===== src/rtl/game_timer_ctrl_pkg.sv =====
// Shared constants for the game timer: FSM state codes, clock default,
// default time limit, HUD colours, and a 3-digit BCD increment helper.
package game_timer_ctrl_pkg;

  localparam logic [1:0] ST_IDLE  = 2'd0;
  localparam logic [1:0] ST_RUN   = 2'd1;
  localparam logic [1:0] ST_PAUSE = 2'd2;
  localparam logic [1:0] ST_DONE  = 2'd3;

  localparam int          CLK_FREQ_DEF   = 25_000_000;
  localparam logic [11:0] TIME_LIMIT_DEF = 12'h999;

  // RGB565 colours used by the HUD renderer next to the timer digits.
  localparam logic [15:0] HUD_COL_TEXT   = 16'hFFFF;
  localparam logic [15:0] HUD_COL_WARN   = 16'hF800;
  localparam logic [15:0] HUD_COL_BORDER = 16'h07E0;
  localparam logic [15:0] HUD_COL_BG     = 16'h0000;

  // Value the live counter would take after one increment; used to detect
  // the limit in the same cycle as the increment.
  function automatic logic [11:0] bcd3_inc(input logic [11:0] v);
    logic [11:0] r;
    r = v;
    if (v[3:0] == 4'd9) begin
      r[3:0] = 4'd0;
      if (v[7:4] == 4'd9) begin
        r[7:4] = 4'd0;
        if (v[11:8] == 4'd9) r[11:8] = 4'd0;
        else                 r[11:8] = v[11:8] + 4'd1;
      end else begin
        r[7:4] = v[7:4] + 4'd1;
      end
    end else begin
      r[3:0] = v[3:0] + 4'd1;
    end
    return r;
  endfunction

endpackage


===== src/rtl/game_timer_ctrl_bcd_digit.sv =====
// One decimal digit (0-9) with synchronous clear and ripple carry output.
module bcd_digit (
  input  logic       clk,
  input  logic       rst,
  input  logic       inc_in,
  input  logic       clr,
  output logic [3:0] digit_o,
  output logic       carry_out
);

  logic [3:0] digit_q, digit_d;

  // Carry fires when this digit is asked to step past 9.
  assign carry_out = inc_in && (digit_q == 4'd9);
  assign digit_o   = digit_q;

  // Next digit: clear wins, then increment with wrap 9 -> 0.
  always_comb begin
    digit_d = digit_q;
    if (clr)         digit_d = 4'd0;
    else if (inc_in) digit_d = (digit_q == 4'd9) ? 4'd0 : digit_q + 4'd1;
  end

  // Digit register.
  always_ff @(posedge clk or posedge rst) begin
    if (rst) digit_q <= 4'd0;
    else     digit_q <= digit_d;
  end

endmodule


===== src/rtl/game_timer_ctrl.sv =====
// Game timer: IDLE/RUN/PAUSE/DONE control, one-second prescaler, 3-digit BCD
// live counter with limit detection, and a frame-synchronous display shadow.
module game_timer_ctrl
  import game_timer_ctrl_pkg::*;
#(
  parameter int          CLK_FREQ   = CLK_FREQ_DEF,
  parameter logic [11:0] TIME_LIMIT = TIME_LIMIT_DEF
) (
  input  logic       vga_clk,
  input  logic       sys_rst,
  input  logic       game_start,
  input  logic       game_pause,
  input  logic       game_over,
  input  logic       frame_start,
  output logic [3:0] time_1s,
  output logic [3:0] time_10s,
  output logic [3:0] time_100s,
  output logic       tick_1s,
  output logic       time_up,
  output logic [1:0] state_o
);

  localparam int            PW        = (CLK_FREQ > 1) ? $clog2(CLK_FREQ) : 1;
  localparam logic [PW-1:0] PRESC_MAX = PW'(CLK_FREQ - 1);

  logic [1:0]    state_q, state_d;
  logic [PW-1:0] presc_q, presc_d;
  logic          time_up_q, time_up_d;
  logic          tick_q;
  logic [11:0]   shadow_q;

  logic [3:0]  d0, d1, d2;
  logic        c0, c1, c2;
  logic [11:0] live, live_nxt;
  logic        at_limit, inc_ev, limit_ev;

  assign live     = {d2, d1, d0};
  assign live_nxt = bcd3_inc(live);
  assign at_limit = (live == TIME_LIMIT);

  // The counter is frozen at the limit (and at 999) so it can never overshoot
  // or wrap, even if a pause deferred the transition to DONE.
  assign inc_ev = (state_q == ST_RUN) && (presc_q == PRESC_MAX) &&
                  !game_over && !game_start && !at_limit && (live != 12'h999);

  // Limit reached by this increment, or already sitting at the limit in RUN
  // (possible after a pause coincided with the limiting increment).
  assign limit_ev = (state_q == ST_RUN) &&
                    (at_limit || (inc_ev && ((live_nxt == TIME_LIMIT) || c2)));

  bcd_digit u_ones     (.clk(vga_clk), .rst(sys_rst), .inc_in(inc_ev), .clr(game_start),
                        .digit_o(d0), .carry_out(c0));
  bcd_digit u_tens     (.clk(vga_clk), .rst(sys_rst), .inc_in(c0), .clr(game_start),
                        .digit_o(d1), .carry_out(c1));
  bcd_digit u_hundreds (.clk(vga_clk), .rst(sys_rst), .inc_in(c1), .clr(game_start),
                        .digit_o(d2), .carry_out(c2));

  // FSM next state and time-up flag, priority over > start > pause > limit.
  always_comb begin
    state_d   = state_q;
    time_up_d = time_up_q;
    if (game_over) begin
      state_d = ST_DONE;
    end else if (game_start) begin
      state_d   = ST_RUN;
      time_up_d = 1'b0;
    end else if (game_pause && (state_q == ST_RUN)) begin
      state_d = ST_PAUSE;
    end else if (game_pause && (state_q == ST_PAUSE)) begin
      state_d = ST_RUN;
    end else if (limit_ev) begin
      state_d   = ST_DONE;
      time_up_d = 1'b1;
    end
  end

  // Prescaler advances only in RUN and wraps once per game second.
  always_comb begin
    presc_d = presc_q;
    if (game_start)              presc_d = '0;
    else if (state_q == ST_RUN)  presc_d = (presc_q == PRESC_MAX) ? '0 : presc_q + 1'b1;
  end

  // Control, tick and display shadow registers.
  always_ff @(posedge vga_clk or posedge sys_rst) begin
    if (sys_rst) begin
      state_q   <= ST_IDLE;
      presc_q   <= '0;
      time_up_q <= 1'b0;
      tick_q    <= 1'b0;
      shadow_q  <= '0;
    end else begin
      state_q   <= state_d;
      presc_q   <= presc_d;
      time_up_q <= time_up_d;
      tick_q    <= inc_ev;
      if (frame_start) shadow_q <= live;
    end
  end

  assign time_1s   = shadow_q[3:0];
  assign time_10s  = shadow_q[7:4];
  assign time_100s = shadow_q[11:8];
  assign tick_1s   = tick_q;
  assign time_up   = time_up_q;
  assign state_o   = state_q;

endmodule


===== config.mk =====
export PLATFORM = sky130hd
export DESIGN_NAME = game_timer_ctrl
export DESIGN_NICKNAME = d
export VERILOG_FILES = /design/src/rtl/game_timer_ctrl_pkg.sv /design/src/rtl/game_timer_ctrl_bcd_digit.sv /design/src/rtl/game_timer_ctrl.sv
export SDC_FILE = /design/constraint.sdc
export NUM_CORES = 1
export LEC_CHECK = 0
export ABC_AREA = 1
export BUFFER_PORTS_ARGS = -buffer_cell sky130_fd_sc_hd__buf_2
export CAP_MARGIN = 20
export CORE_MARGIN = 2
export CORE_UTILIZATION = 58
export CTS_CLUSTER_DIAMETER = 30
export CTS_CLUSTER_SIZE = 14
export DETAILED_ROUTE_END_ITERATION = 10
export HOLD_SLACK_MARGIN = 0.05
export PLACE_DENSITY = 0.77
export SLEW_MARGIN = 20
export SYNTH_ARGS = -nofsm -noshare
export SYNTH_HDL_FRONTEND = slang
export SYNTH_SLANG_ARGS = --single-unit

===== constraint.sdc =====
create_clock -name vga_clk -period 2.5 [get_ports vga_clk]
set_clock_uncertainty 0.2 [all_clocks]
set_input_delay 0.125 -clock vga_clk [delete_from_list [all_inputs] [get_ports vga_clk]]
set_output_delay 0.125 -clock vga_clk [all_outputs]
set_load 0.02 [all_outputs]

After elaboration in Yosys (flattened, before gate mapping) --
Cells that the tools add are included.
Word-level totals: flip-flop bits (word level) 53, bits of input ports 6, output and inout port bits 16, word-level logic and storage cells 71
Cells by class: add/sub/neg operators 4, equality and inequality tests 11, multiplexer cells 23, bitwise logic cells 1, reduce and logical (&&, ||, !) cells 24
Operators by type and width (number):
- $mux W25 | 3
- $mux W4 | 10
- $add A25 B1 Y25 const B | 1
- $eq A25 B25 Y1 const B | 1
- $eq A12 B12 Y1 const B | 2
- $add A4 B1 Y4 const B | 3
- $eq A4 B4 Y1 const B | 3
- $logic_and A1 B1 Y1 | 12
- $ne A12 B12 Y1 const B | 1
- $mux W2 | 5
- $reduce_bool A2 Y1 | 5
- $mux W8 | 1
- $reduce_bool A5 Y1 | 1
- $mux W1 | 4
- $ne A2 B2 Y1 const B | 2
- $reduce_and A4 Y1 | 1
- $logic_not A1 Y1 | 3
- $eq A2 B1 Y1 const B | 1
- $eq A2 B2 Y1 const B | 1
- $logic_or A1 B1 Y1 | 2
- $not A1 Y1 | 1

Logic depth before layout (Yosys ltp) --
word-level depth 18, mapped depth 13, depth with buffers taken out 13

Hierarchy --
From an unflattened synthesis, not the netlist that was laid out.
Unflattened totals: cells, all modules 404, area, all modules 3078.0 um^2
Modules (own cells, without submodules):
- game_timer_ctrl | instances 1, cells each 293, area each 2270.9 um^2, sequential area each 1026.0 um^2
- bcd_digit | instances 3, cells each 37, area each 269.0 um^2, sequential area each 100.1 um^2

Worst setup path before layout --
No wires, ideal clock.
path type reg2reg, start point register u_ones.digit_q[1] (netlist: u_ones.digit_o[1]), end point register u_hundreds.digit_q[2] (netlist: u_hundreds.digit_o[2]), library setup time 0.119 ns, arrival time 1.553 ns, data required time 2.181 ns, path slack 0.629 ns, cell stages (with the launch flop) 11, path buffers 0, clock period less this slack 1.871 ns, cells stage by stage dfrtp_1 > inv_1 > ha_1 > nand2_1 > nor2_2 > nand3_2 > nand2_2 > nor2_8 > nor2_4 > nor3_1 > o21a_1
Between the ends: cells in the longest elaborated chain, start to end 7, elaborated cells on any way between the ends 9, classes of those cells eq/ne (3); reduce/logical (6)
RTL lines:
- start, declared | line game_timer_ctrl_bcd_digit.sv:11 | logic [3:0] digit_q, digit_d;
- start signal, assigned | line game_timer_ctrl_bcd_digit.sv:27 | else digit_q <= digit_d;
- $eq A12 B12 Y1 | line game_timer_ctrl.sv:39 | assign at_limit = (live == TIME_LIMIT);
- $logic_not A1 Y1 | line game_timer_ctrl.sv:44 | !game_over && !game_start && !at_limit && (live != 12'h999);
- $logic_and A1 B1 Y1 | line game_timer_ctrl.sv:44
- $logic_and A1 B1 Y1 (*) | line game_timer_ctrl.sv:44
- via inc_ev | line game_timer_ctrl.sv:35 | logic at_limit, inc_ev, limit_ev;
- $logic_and A1 B1 Y1 (*) (2 in series) | line game_timer_ctrl_bcd_digit.sv:14 | assign carry_out = inc_in && (digit_q == 4'd9);
- $reduce_bool A2 Y1 (no source line) (*)
- end signal, assigned | line game_timer_ctrl_bcd_digit.sv:27
- end, declared | line game_timer_ctrl_bcd_digit.sv:11
Mark *: on every way through the listed nets, which the timed path passes. The rest lies on a longest branch. A chain may end at the register's enable or synchronous reset.

Final worst setup path --
Same ends and word-level chain as after synthesis.

==> impl_metrics.env <==
export IMPL_drt_vias_per_instance=5.38
export IMPL_route_detailed_drc=0
export IMPL_num_vias=2528
export IMPL_p_leak_nw=1.54
export IMPL_finalWeightedCongestion=0.872
export IMPL_crit_path_end="u_hundreds.digit_o[2]"
export IMPL_ir_worst_vdd_v=0.000347
export IMPL_portBuffers=21
export IMPL_synth_top_family_by_area="simple AND/OR/NAND/NOR gates"
export IMPL_final_common_cell="nand2_1"
export IMPL_status="finished, final reports clean"
export IMPL_cts_made_buffers=5
export IMPL_final_fill_count=431
export IMPL_die_x_um=75.9
export IMPL_cts_tree="built"
export IMPL_clock_sinks=53
export IMPL_clock_fmax_ghz=0.480
export IMPL_clk_pin_slew_worst_paths_ns=0.09
export IMPL_fp_dieArea_um2=5760
export IMPL_initial_core_util_pct=59.5
export IMPL_period_needed_ns=2.08
export IMPL_avgSynthCellArea_um2=8.06
export IMPL_cap_violations=0
export IMPL_r2r_slack_ns=0.42
export IMPL_reg2reg_depth=10
export IMPL_clk_path_buf_depth=2
export IMPL_pwr_density_cell_nw_per_um2=510
export IMPL_crit_chain="inv_1, ha_1, nand2_1, nor2_2, nand3_2, nand2_2, nor2_8, nor2_4, nor3_1, o21a_1"
export IMPL_critPathMaxStageDelay_ns=0.40
export IMPL_synth_compound_area_share_pct=11.4
export IMPL_diodes=0
export IMPL_min_delay_path_class="in2reg"
export IMPL_drt_first_iter_violations=185
export IMPL_worstPathArrival_ns=2.08
export IMPL_setup_viol=0
export IMPL_grt_max_degree=54
export IMPL_first_pass_iters=4
export IMPL_yosysWarnings=0
export IMPL_root_buffer="clkbuf_8"
export IMPL_postCtsSetupRepairBufs=0
export IMPL_antenna_left=0
export IMPL_gr_total_overflow=0
export IMPL_final_hold_violation_count=0
export IMPL_crit_path_start="u_ones.digit_o[1]"
export IMPL_synthSimpleGateAreaFrac_pct=32.1
export IMPL_wirelength_um=6230
export IMPL_grt_usage_pct=22.8
export IMPL_chipHeight_um=75.9
export IMPL_synth_mux_area_share_pct=0.375
export IMPL_maxSlewHeadroom_pct=56.4
export IMPL_crit_type="reg2reg"
export IMPL_syn_area_um2=3000
export IMPL_synth_seq_area_share_pct=44.2
export IMPL_avgRoutedWirePerCell_um=13.3
export IMPL_crit_path_end_kind="register"
export IMPL_synthXorXnorAreaFrac_pct=2.92
export IMPL_ys_seq_elements=53
export IMPL_cts_max_level=2
export IMPL_worstPathRequired_ns=2.50
export IMPL_fin_nets=409
export IMPL_drive_gt1_share_pct=18.5
export IMPL_crit_fanout=7
export IMPL_place_area_um2=3160
export IMPL_dp_final_hpwl_um=4600
export IMPL_layout_common_cells="nand2_1 (68), dfrtp_1 (53), nor2_1 (50)"
export IMPL_post_cts_resized=0
export IMPL_synthCells=372
export IMPL_area_growth_pct=10.7
export IMPL_antenna_found_initial=0
export IMPL_grt_pass1_vias=2389
export IMPL_insertion_delay_ns=0.30
export IMPL_tightestPinTransition_ns=0.654
export IMPL_row_count=26
export IMPL_design_core_area_um2=5040
export IMPL_min_period_over_period_pct=83.4
export IMPL_synthAdderAreaFrac_pct=1.67
export IMPL_yosysUniqueCellTypes=41
export IMPL_r2r_end="u_hundreds.digit_o[2]"
export IMPL_drv_slew=0
export IMPL_r2r_start="u_ones.digit_o[1]"
export IMPL_grt_pass1_wl_um=10800
export IMPL_synth_fp_nets=382
export IMPL_setup_tns_final_ns=0
export IMPL_crit_slowest_cell="dfrtp_1"
export IMPL_finalInstanceArea_um2=3320
export IMPL_ios=22
export IMPL_start_kind="register"
export IMPL_rsz0062_at_grt="false"
final cells by class:
type	count	area (um^2)	share of cell area [%]
repair buffers	26	153	4.60
clock buffers	7	86.3	2.60
flip-flops and latches	53	1330	39.9
multi-input cells	264	1450	43.8
inverters	49	184	5.54
well taps	70	87.6	2.64
clock inverters	1	30.0	0.904
worst max-delay path: cells and delay by family, from the launching register on:
kind	cells	cell delay [ns]
buffers and inverters	1	0.13
DFF	1	0.40
and+or+nand+nor	7	0.87
AOI/OAI and AO/OA	1	0.18
adders and majority gates	1	0.20
through the flow:
stage	util [%]	hold slack [ns]	instances	power [mW]	worst slack, ns
global placement	62.8	0.140	458	1.11	0.534
CTS	65.9	0.0777	470	1.70	0.423
global route	65.9	0.0943	470	1.77	0.294
finish	65.9	0.0933	470	1.69	0.416
floorplan	-	0.0836	372	1.06	0.629
detailed placement	62.8	0.141	458	1.11	0.448
flip-flops by register name (all words and copies together) (netlist names):
name	count
shadow_q	12
time_up	1
u_hundreds.digit_o	4
u_ones.digit_o	4
u_tens.digit_o	4
presc_q	25
state_o	2
tick_1s	1
Yosys cell counts (all sizes together):
cell / instances / area (um^2)
a21boi: 1 / 7.51
o22ai: 5 / 31.3
clkbuf: 3 / 11.3
a31oi: 1 / 6.26
nor2: 63 / 322
nor3b: 2 / 25.0
nand3: 23 / 130
o32ai: 1 / 8.76
o31ai: 1 / 7.51
o21a: 3 / 22.5
o21ai: 21 / 105
xor2: 7 / 61.3
dfrtp: 53 / 1330
mux2: 1 / 11.3
xnor2: 3 / 26.3
nor3: 17 / 111
o211ai: 1 / 7.51
nand2: 74 / 298
nand3b: 1 / 7.51
a31o: 1 / 8.76
buf: 3 / 23.8
a21oi: 21 / 105
a211oi: 3 / 32.5
inv: 49 / 184
nand4: 8 / 50.1
nor4: 2 / 18.8
ha: 4 / 50.1
what timing repair did:
action / CTS / global route
setup endpoints to repair: 0 / 0
hold buffers: 4 / 0
hold endpoints to repair: 58 / 0
where the power goes:
group	internal (mW)	leakage, nW	switching [mW]	total (mW)
clock network	0.327	0.0585	0.268	0.595
logic	0.0563	0.769	0.132	0.189
registers	0.888	0.711	0.0220	0.910
total	1.27	1.54	0.423	1.69
cell families (layout without fill, tap and decap cells):
group,Yosys count,count (layout)
xor+xnor,10,10
buf+inv,55,83
fa+ha+maj,4,4
compound gates,59,59
simple gates,190,190
mux,1,1
flops,53,53
per-layer routing:
metal | vias to the layer above | global-route usage [%] | share of wire (%)
met4 | 0 | 7.09 | 1.1
met3 | 6 | 3.33 | 4.3
met2 | 58 | 35.4 | 46
met1 | 1191 | 33.4 | 49
met5 | - | 0 | 0
li1 | 1273 | - | -
worst min path at each step:
stage	startpoint	endpoint	depth (start not counted)
after floorplan	frame_start	shadow_q[2]	1
after global placement	sys_rst	shadow_q[0]	3
after detailed placement	sys_rst	shadow_q[1]	3
after CTS	game_start	u_hundreds.digit_o[3]	4
after global routing	game_start	u_hundreds.digit_o[3]	4
final	game_start	u_hundreds.digit_o[3]	4
Power figures use the tool's default switching activity.
